<file path="config.mk">
export PLATFORM = sky130hd
export DESIGN_NAME = file_rmw_master
export DESIGN_NICKNAME = d
export VERILOG_FILES = /design/src/rtl/file_rmw_master.sv
export SDC_FILE = /design/constraint.sdc
export NUM_CORES = 1
export LEC_CHECK = 0
export BUFFER_PORTS_ARGS = -buffer_cell sky130_fd_sc_hd__clkbuf_2
export CAP_MARGIN = 20
export CORE_MARGIN = 2
export CORE_UTILIZATION = 55
export CTS_BUF_LIST = sky130_fd_sc_hd__clkbuf_2
export DETAILED_ROUTE_END_ITERATION = 16
export PLACE_DENSITY_LB_ADDON = 0.25
export SLEW_MARGIN = 25
export SYNTH_ARGS = -nofsm -noshare
export SYNTH_HDL_FRONTEND = slang
export SYNTH_SLANG_ARGS = --single-unit
</file>
<file path="constraint.sdc">
create_clock -name clk -period 6.6 [get_ports clk]
set_input_delay 1.32 -clock clk [delete_from_list [all_inputs] [get_ports clk]]
set_output_delay 1.32 -clock clk [all_outputs]
set_load 0.01 [all_outputs]
</file>
<file path="src/rtl/file_rmw_master.sv">
// Read-modify-write master for a 2-read/1-write register file: ADD/SUB/XOR of
// two entries into a third, plus a CLEAR sweep that zeroes MEM_DEPTH entries.
module file_rmw_master #(
  parameter int MEM_DEPTH = 256
) (
  input  logic        clk,
  input  logic        reset,
  input  logic        cmd_valid_in,
  output logic        cmd_ready_out,
  input  logic [1:0]  cmd_op_in,
  input  logic [7:0]  cmd_src0_in,
  input  logic [7:0]  cmd_src1_in,
  input  logic [7:0]  cmd_dst_in,
  output logic [7:0]  read_addr0_out,
  output logic [7:0]  read_addr1_out,
  output logic        read_out,
  input  logic [31:0] read_data0_in,
  input  logic [31:0] read_data1_in,
  output logic [7:0]  write_addr_out,
  output logic        write_out,
  output logic [31:0] write_data_out,
  output logic        result_valid_out,
  output logic [31:0] result_data_out,
  output logic        busy_out,
  input  logic        debugen_in
);
  localparam logic [1:0] OP_ADD   = 2'b00;
  localparam logic [1:0] OP_SUB   = 2'b01;
  localparam logic [1:0] OP_XOR   = 2'b10;
  localparam logic [1:0] OP_CLEAR = 2'b11;
  localparam logic [7:0] LAST_ADDR = 8'(MEM_DEPTH - 1);

  typedef enum logic [1:0] {
    ST_IDLE  = 2'd0,
    ST_READ  = 2'd1,
    ST_WRITE = 2'd2,
    ST_CLEAR = 2'd3
  } state_t;

  state_t      state_r;
  logic [1:0]  op_r;
  logic [7:0]  src0_r;
  logic [7:0]  src1_r;
  logic [7:0]  dst_r;
  logic [31:0] op0_r;
  logic [31:0] op1_r;
  logic [7:0]  clr_cnt_r;
  logic [31:0] result_s;
  logic        unused_debugen_s;

  function automatic logic [31:0] alu(input logic [1:0] op, input logic [31:0] a,
                                      input logic [31:0] b);
    case (op)
      OP_ADD:  return a + b;
      OP_SUB:  return a - b;
      OP_XOR:  return a ^ b;
      default: return 32'd0;
    endcase
  endfunction

  // Debug tracing is a simulation-side concern; the synthesizable core ignores it.
  assign unused_debugen_s = debugen_in;
  assign result_s = alu(op_r, op0_r, op1_r);

  // Command FSM: latches the command, samples operands, walks the CLEAR counter.
  always_ff @(posedge clk) begin
    if (reset) begin
      state_r   <= ST_IDLE;
      op_r      <= 2'b00;
      src0_r    <= 8'd0;
      src1_r    <= 8'd0;
      dst_r     <= 8'd0;
      op0_r     <= 32'd0;
      op1_r     <= 32'd0;
      clr_cnt_r <= 8'd0;
    end else begin
      case (state_r)
        ST_IDLE: begin
          if (cmd_valid_in) begin
            op_r      <= cmd_op_in;
            src0_r    <= cmd_src0_in;
            src1_r    <= cmd_src1_in;
            dst_r     <= cmd_dst_in;
            clr_cnt_r <= 8'd0;
            state_r   <= (cmd_op_in == OP_CLEAR) ? ST_CLEAR : ST_READ;
          end
        end
        ST_READ: begin
          op0_r   <= read_data0_in;
          op1_r   <= read_data1_in;
          state_r <= ST_WRITE;
        end
        ST_WRITE: begin
          state_r <= ST_IDLE;
        end
        ST_CLEAR: begin
          if (clr_cnt_r == LAST_ADDR) begin
            clr_cnt_r <= 8'd0;
            state_r   <= ST_IDLE;
          end else begin
            clr_cnt_r <= clr_cnt_r + 8'd1;
          end
        end
        default: begin
          state_r <= ST_IDLE;
        end
      endcase
    end
  end

  // Output decode from registered state; reset forces every output low.
  always_comb begin
    cmd_ready_out    = 1'b0;
    busy_out         = 1'b0;
    read_out         = 1'b0;
    read_addr0_out   = 8'd0;
    read_addr1_out   = 8'd0;
    write_out        = 1'b0;
    write_addr_out   = 8'd0;
    write_data_out   = 32'd0;
    result_valid_out = 1'b0;
    result_data_out  = 32'd0;
    if (!reset) begin
      busy_out = (state_r != ST_IDLE);
      case (state_r)
        ST_IDLE: begin
          cmd_ready_out = 1'b1;
        end
        ST_READ: begin
          read_out       = 1'b1;
          read_addr0_out = src0_r;
          read_addr1_out = src1_r;
        end
        ST_WRITE: begin
          write_out        = 1'b1;
          write_addr_out   = dst_r;
          write_data_out   = result_s;
          result_valid_out = 1'b1;
          result_data_out  = result_s;
        end
        ST_CLEAR: begin
          write_out      = 1'b1;
          write_addr_out = clr_cnt_r;
          write_data_out = 32'd0;
        end
        default: begin
          cmd_ready_out = 1'b0;
        end
      endcase
    end else begin
      busy_out = 1'b0;
    end
  end
endmodule

</file>
==> results of run 1 <==
[flip-flops by register name, indices dropped and copies added, names as in the netlist]
name       count
op0_r         32
op1_r         32
clr_cnt_r      8
dst_r          8
src0_r         8
src1_r         8
op_r           2
state_r        2
[power groups by stage]
stage / registers (uW) / logic [uW] / clock network (uW)
final: 684 / 723 / 288
after global routing: 690 / 800 / 320
after CTS: 682 / 710 / 295
after detailed placement: 693 / 705 / 0
after global placement: 691 / 701 / 0
after floorplan: 671 / 564 / 0
[through the flow]
step	setup WS, ns	instance area, um2
after CTS	0.00173	7930
final	0.309	7980
after floorplan	0.980	7140
after detailed placement	0.769	7820
after global routing	0.0537	7980
after global placement	0.827	7810
[Yosys cell counts, types with 18 or more instances]
cell type | n | area share [%]
o22ai_1 | 21 | 1.8
ha_1 | 33 | 5.8
clkbuf_1 | 60 | 3.2
and2_1 | 27 | 2.4
nand2_1 | 216 | 11
xor2_1 | 32 | 3.9
xnor2_1 | 49 | 6.0
buf_4 | 33 | 3.5
o21ai_0 | 26 | 1.8
a21oi_1 | 132 | 9.3
dfxtp_1 | 100 | 28
nor3_1 | 18 | 1.3
nor2_1 | 52 | 2.7
[cell families after synthesis]
kind of cell | count (synthesis) | share of synthesized area [%]
AND/OR/NAND/NOR | 375 | 23.4
AO/OA/AOI/OAI | 268 | 22.9
buffers and inverters | 118 | 8.24
flip-flops | 100 | 28.0
XOR/XNOR | 81 | 9.94
adder cells (fa/ha/maj) | 34 | 6.06
multiplexers | 10 | 1.40
[layout make-up]
class	count	area [um2]	share of cell area (%)
antenna	1	2.50	0.0314
clock buffer	9	45.0	0.565
clock inverter	7	55.1	0.690
inverter	15	56.3	0.706
multi-input combinational	768	4610	57.8
sequential	100	2000	25.1
tap	172	215	2.70
timing repair buffer	192	985	12.3
[worst reg2reg max path, delay by kind of cell (launching register included)]
kind,cells,cell delay (ns)
flops,1,1.06
simple gates,4,0.89
buf+inv,1,0.32
compound gates,2,0.25
[final timing paths]
kind / end / cells past startpoint / slack, ns / start
min reg2reg: src0_r[2] / 2 / 0.47 / src0_r[2]
max: result_data_out[28] / 15 / 0.31 / op1_r[3]
min: src0_r[2] / 2 / 0.47 / src0_r[2]
max reg2reg: clr_cnt_r[3] / 7 / 4.06 / state_r[0]
[layer usage]
metal,part of all wire (%),up-vias
li1,-,3572
met1,46,3152
met2,45,239
met3,7.2,23
met4,1.6,0
met5,0,-
[what timing repair did]
item | in CTS | in global routing
cloned | 0 | 0
pin swaps | 0 | 0
hold buffers | 0 | 0
resized for setup | 1 | 10
endpoints found under the setup margin | 4 | 16
==> impl_metrics.sql, run 1 <==
INSERT INTO impl_metrics (metric_group, metric, value, unit) VALUES
('global_routing', 'grt.busiest_layer', 'met2', ''),
('power', 'internal_power', '991', 'uW'),
('sta', 'totalNegativeSetupSlack', '0', 'ns'),
('clock_tree', 'post-cts-setup-buffer-count', '0', ''),
('final_layout', 'synthToLayoutAreaGrowth', '11.7', '%'),
('route', 'initialDrtViolationCount', '443', ''),
('critical_path', 'worst-endpoint-required', '5.28', 'ns'),
('route', 'routed-via-count', '6986', ''),
('critical_path', 'data_arrival_at_the_endpoint_of_the_critical_path', '4.97', 'ns'),
('critical_path', 'timing.critical_path.max_delay_family', 'simple AND/OR/NAND/NOR gates', ''),
('synthesis', 'postSynth.asyncResetShare', '0', '%'),
('synthesis', 'synth-edff-count', '0', ''),
('global_routing', 'grt.met2_usage', '43.8', '%'),
('die', 'die_span_in_x', '118', 'um'),
('sta', 'whs', '0.467', 'ns'),
('clock_tree', 'cts_buffers', '9', ''),
('route', 'detail_route.drc_violations', '0', ''),
('critical_path', 'crit_path_cell_trace', 'nor4_4 > and2_1 > nand3_1 > or3_4 > o21ai_1 > xor2_1 > ha_2 > nand4_1 > nor2b_1 > o21ai_0 > a2111oi_1 > buf_4 > nor3_1 > or3b_2 > clkbuf_2', ''),
('global_routing', 'grt_max_degree', '104', ''),
('critical_path', 'worst-setup-path-type', 'flip-flop to output pin', ''),
('power', 'switching_share', '41.5', '%'),
('power', 'netSwitchingPower', '704', 'uW'),
('synthesis', 'synth_register_bits', '100', ''),
('sta', 'setup_violations', '0', ''),
('die', 'die_y', '118', 'um'),
('global_routing', 'track_usage', '27.3', '%'),
('route', 'drt_wl_total', '19400', 'um'),
('synthesis', 'yosys.cell_types.count', '63', ''),
('power', 'power.clock.fraction', '17.0', '%'),
('critical_path', 'cp_num_buf_inv', '2', ''),
('placement', 'port_buffers', '185', ''),
('synthesis', 'syn_inst_count', '986', ''),
('sta', 'slew_violations', '0', ''),
('sta', 'final.min_clock_period', '6.29', 'ns'),
('global_routing', 'grt_pass1_vias', '6348', ''),
('synthesis', 'yosys_warnings', '0', ''),
('global_routing', 'gr-usage-met3', '6.69', '%'),
('die', 'io_pins', '187', ''),
('route', 'wl_per_cell', '15.3', 'um'),
('final_layout', 'fin_nets', '1214', ''),
('die', 'core_region_area', '12700', 'um2'),
('final_layout', 'layout_common_cells', 'nand2_1 (216), clkbuf_2 (193), a21oi_1 (132)', ''),
('clock_tree', 'clock_sinks', '100', ''),
('final_layout', 'fin_util', '62.9', '%'),
('clock_tree', 'tritoncts_clock_tree', 'built', ''),
('global_routing', 'antenna_found_initial', '1', ''),
('placement', 'gp_congestion', '0.907', ''),
('die', 'die-area', '13900', 'um2'),
('final_layout', 'finish.cell_count_without_fillers', '1264', ''),
('sta', 'tightest_slew', '1.02', 'ns'),
('power', 'power_frac_comb', '42.6', '%'),
('synthesis', 'synth-seq-area-share', '28.0', '%'),
('sta', 'worst_clock_skew', '0.0386', 'ns'),
('outcome', 'status', 'finished, final reports clean', ''),
('critical_path', 'timing.critical_path.to_type', 'output pin', ''),
('route', 'drtPass1Iterations', '5', ''),
('sta', 'achievable-frequency', '159', 'MHz'),
('power', 'p_seq_share', '40.4', '%'),
('global_routing', 'overflow', '0', ''),
('synthesis', 'syn_avg_cell_area', '7.24', 'um2'),
('critical_path', 'critPathMaxStageDelay', '0.47', 'ns'),
('power', 'pwr_density_cell', '212', 'nW/um2'),
('critical_path', 'critical_path.slowest_cell', 'dfxtp_1', ''),
('final_layout', 'most_common_cell_after_layout_fill_and_taps_aside', 'nand2_1', ''),
('clock_tree', 'clock_latency', '0.62', 'ns'),
('sta', 'timing.final.hold_violations', '0', ''),
('sta', 'slew_headroom', '32.1', '%'),
('die', 'core.rowCount', '41', ''),
('synthesis', 'syn-num-nets', '1114', ''),
('clock_tree', 'path_clk_slew', '0.31', 'ns'),
('clock_tree', 'cts_max_level', '3', '');
Power figures use the tool's default switching activity.
==> inputs of run 2 (changes only) <==
- PLACE_DENSITY: not set -> 0.92
- PLACE_DENSITY_LB_ADDON: 0.25 -> not set
==> run 2 against run 1 <==
Effect of this change:
- cell count down 0.16%
- sequential share of layout area is 0.051 points lower
- maximum frequency up 2.2%
- first-iteration DRC count up 34%
- final area is 0.20% higher
==> impl_metrics.sql, run 2 (synthesized netlist as in run 1, its figures left out) <==
INSERT INTO impl_metrics (metric_group, metric, value, unit) VALUES
('critical_path', 'critPathMaxStageDelay', '0.55', 'ns'),
('critical_path', 'timing.critical_path.max_delay_family', 'simple AND/OR/NAND/NOR gates', ''),
('global_routing', 'antenna_found_initial', '1', ''),
('power', 'leakagePower', '0.00345', 'uW'),
('sta', 'totalNegativeSetupSlack', '0', 'ns'),
('route', 'drt_wl_total', '19100', 'um'),
('route', 'initialDrtViolationCount', '593', ''),
('placement', 'place_area', '7800', 'um2'),
('clock_tree', 'cts_buffers', '9', ''),
('clock_tree', 'clock_latency', '0.62', 'ns'),
('sta', 'setup_violations', '0', ''),
('sta', 'achievable-frequency', '162', 'MHz'),
('critical_path', 'setup.reg_to_reg.worst_slack', '3.95', 'ns'),
('global_routing', 'grt_pass1_vias', '6685', ''),
('critical_path', 'data_arrival_at_the_endpoint_of_the_critical_path', '4.84', 'ns'),
('clock_tree', 'clk_root_buffer_cell', 'clkbuf_2', ''),
('global_routing', 'track_usage', '27.1', '%'),
('outcome', 'status', 'finished, final reports clean', ''),
('sta', 'worst_clock_skew', '0.0156', 'ns'),
('critical_path', 'timing.critical_path.to_type', 'output pin', ''),
('placement', 'gp_congestion', '1.02', ''),
('final_layout', 'layout_common_cells', 'nand2_1 (216), clkbuf_2 (193), a21oi_1 (132)', ''),
('route', 'routed-via-count', '7235', ''),
('hold_path', 'holdPathEnd', 'dst_r[4]', ''),
('route', 'via_density_per_instance', '5.73', ''),
('critical_path', 'worst-endpoint-required', '5.28', 'ns'),
('critical_path', 'critPathLaunchType', 'flip-flop', ''),
('global_routing', 'overflow', '0', ''),
('clock_tree', 'ctsLongestPathBuffers', '2', ''),
('critical_path', 'r2r-end', 'clr_cnt_r[3]', ''),
('die', 'initial_utilization', '56.3', '%'),
('die', 'core_region_area', '12700', 'um2'),
('critical_path', 'cp_num_buf_inv', '2', ''),
('route', 'wl_per_cell', '15.1', 'um'),
('die', 'io_pins', '187', ''),
('sta', 'timing.final.hold_violations', '0', ''),
('clock_tree', 'cts_max_level', '3', ''),
('sta', 'tightest_slew', '1.15', 'ns'),
('sta', 'fin_crit_sh', '93.3', '%'),
('critical_path', 'worst-setup-path-type', 'flip-flop to output pin', ''),
('critical_path', 'crit_path_cell_trace', 'nor4_2 > nand4_1 > nor3_1 > nor2_1 > xnor2_1 > ha_1 > nand4_1 > nor2b_1 > o21ai_1 > a2111oi_2 > buf_4 > nor3_1 > or3b_2 > clkbuf_2', ''),
('route', 'drtPass1Iterations', '6', ''),
('clock_tree', 'clock_sinks', '100', ''),
('route', 'antenna_left', '0', ''),
('placement', 'port_buffers', '185', ''),
('critical_path', 'r2r_cells', '6', ''),
('final_layout', 'fillers', '1133', ''),
('final_layout', 'fin_nets', '1214', ''),
('hold_path', 'hp-start', 'dst_r[4]', ''),
('die', 'die_span_in_x', '118', 'um'),
('sta', 'slew_headroom', '22.7', '%'),
('hold_path', 'hold_class', 'flip-flop to flip-flop', ''),
('hold_path', 'hold_path_depth', '2', ''),
('power', 'pwr_density_cell', '218', 'nW/um2'),
('clock_tree', 'tritoncts_clock_tree', 'built', ''),
('sta', 'whs', '0.471', 'ns'),
('final_layout', 'synthToLayoutAreaGrowth', '11.9', '%'),
('global_routing', 'grt_max_degree', '104', ''),
('critical_path', 'critical_path.slowest_cell', 'nor3_1', ''),
('sta', 'rsz0062_at_grt', 'false', ''),
('sta', 'slew_violations', '0', ''),
('die', 'core.rowCount', '41', ''),
('critical_path', 'r2r_start', 'state_r[0]', ''),
('die', 'die_y', '118', 'um'),
('final_layout', 'drive_gt1_share', '20.6', '%'),
('die', 'die-area', '13900', 'um2'),
('flow_run', 'drv.max_cap_violation_count', '0', ''),
('critical_path', 'path_max_fanout', '8', ''),
('final_layout', 'fin_area', '7990', 'um2'),
('clock_tree', 'path_clk_slew', '0.25', 'ns'),
('route', 'detail_route.drc_violations', '0', ''),
('sta', 'final.min_clock_period', '6.16', 'ns'),
('power', 'ir_drop', '0.000205', 'V'),
('placement', 'post-dp-hpwl', '14300', 'um'),
('final_layout', 'reg.largest.list', 'op0_r: 32 flops, op1_r: 32 flops', ''),
('final_layout', 'most_common_cell_after_layout_fill_and_taps_aside', 'nand2_1', ''),
('global_routing', 'grt_pass1_wl', '31200', 'um');
run 2: cell types whose count changed in the layout (fill, tap and decap cells not counted), sizes merged:
cell | before | now
clkinv | 3 | 1
inv | 19 | 16
bufinv | 0 | 2
clkinvlp | 0 | 1
run 2: area by class of cell:
cell class | instances | area (um2) | share of cell area (%)
diodes | 1 | 2.50 | 0.0313
clock buffers | 9 | 45.0 | 0.564
clock inverters | 5 | 87.6 | 1.10
inverters | 15 | 56.3 | 0.705
multi-input cells | 768 | 4600 | 57.6
flip-flops and latches | 100 | 2000 | 25.1
well taps | 172 | 215 | 2.69
repair buffers | 192 | 982 | 12.3
run 2: repair_timing:
action / CTS / global route
setup buffers: 0 / 1
setup endpoints to repair: 6 / 16
cloned: 0 / 0
resized for setup: 1 / 11
pin swaps: 0 / 1
hold buffers: 0 / 0
run 2: how the worst max path moves through the flow:
stage	start	end	cells after the start
after global routing	op1_r[6]	result_data_out[28]	14
after CTS	op1_r[2]	result_data_out[28]	15
after floorplan	op1_r[2]	write_data_out[24]	17
after global placement	op1_r[2]	result_data_out[28]	15
after detailed placement	op1_r[2]	result_data_out[28]	15
final	op1_r[6]	result_data_out[28]	14
run 2: per-stage QoR:
stage	power (uW)	util, %	setup WS (ns)	std cells
2_1_floorplan	1240	-	0.980	986
3_3_place_gp	1370	61.6	0.814	1246
3_5_place_dp	1390	61.6	0.719	1246
4_1_cts	1730	62.7	0.115	1260
5_1_grt	1850	63.0	0.0175	1261
6_report	1740	63.1	0.445	1262
run 2: worst reg2reg max path, delay by kind of cell (launching register included):
kind               cells  cell delay (ns)
and+or+nand+nor        4             1.31
DFF                    1             1.04
AOI/OAI and AO/OA      2             0.26
run 2: routing by layer:
layer  up-vias  wire length, um  GRT usage (%)
li1       3560                -              -
met1      3279             7750           33.1
met2       345             9030           45.8
met3        51             1810           7.46
met4         0              511           9.04
met5         -                0              0
run 2: report_power, final:
| group | total [uW] | switching [uW] | internal [uW] |
|---|---|---|---|
| clock | 336 | 212 | 124 |
| combinational | 720 | 425 | 295 |
| sequential | 682 | 43.8 | 639 |
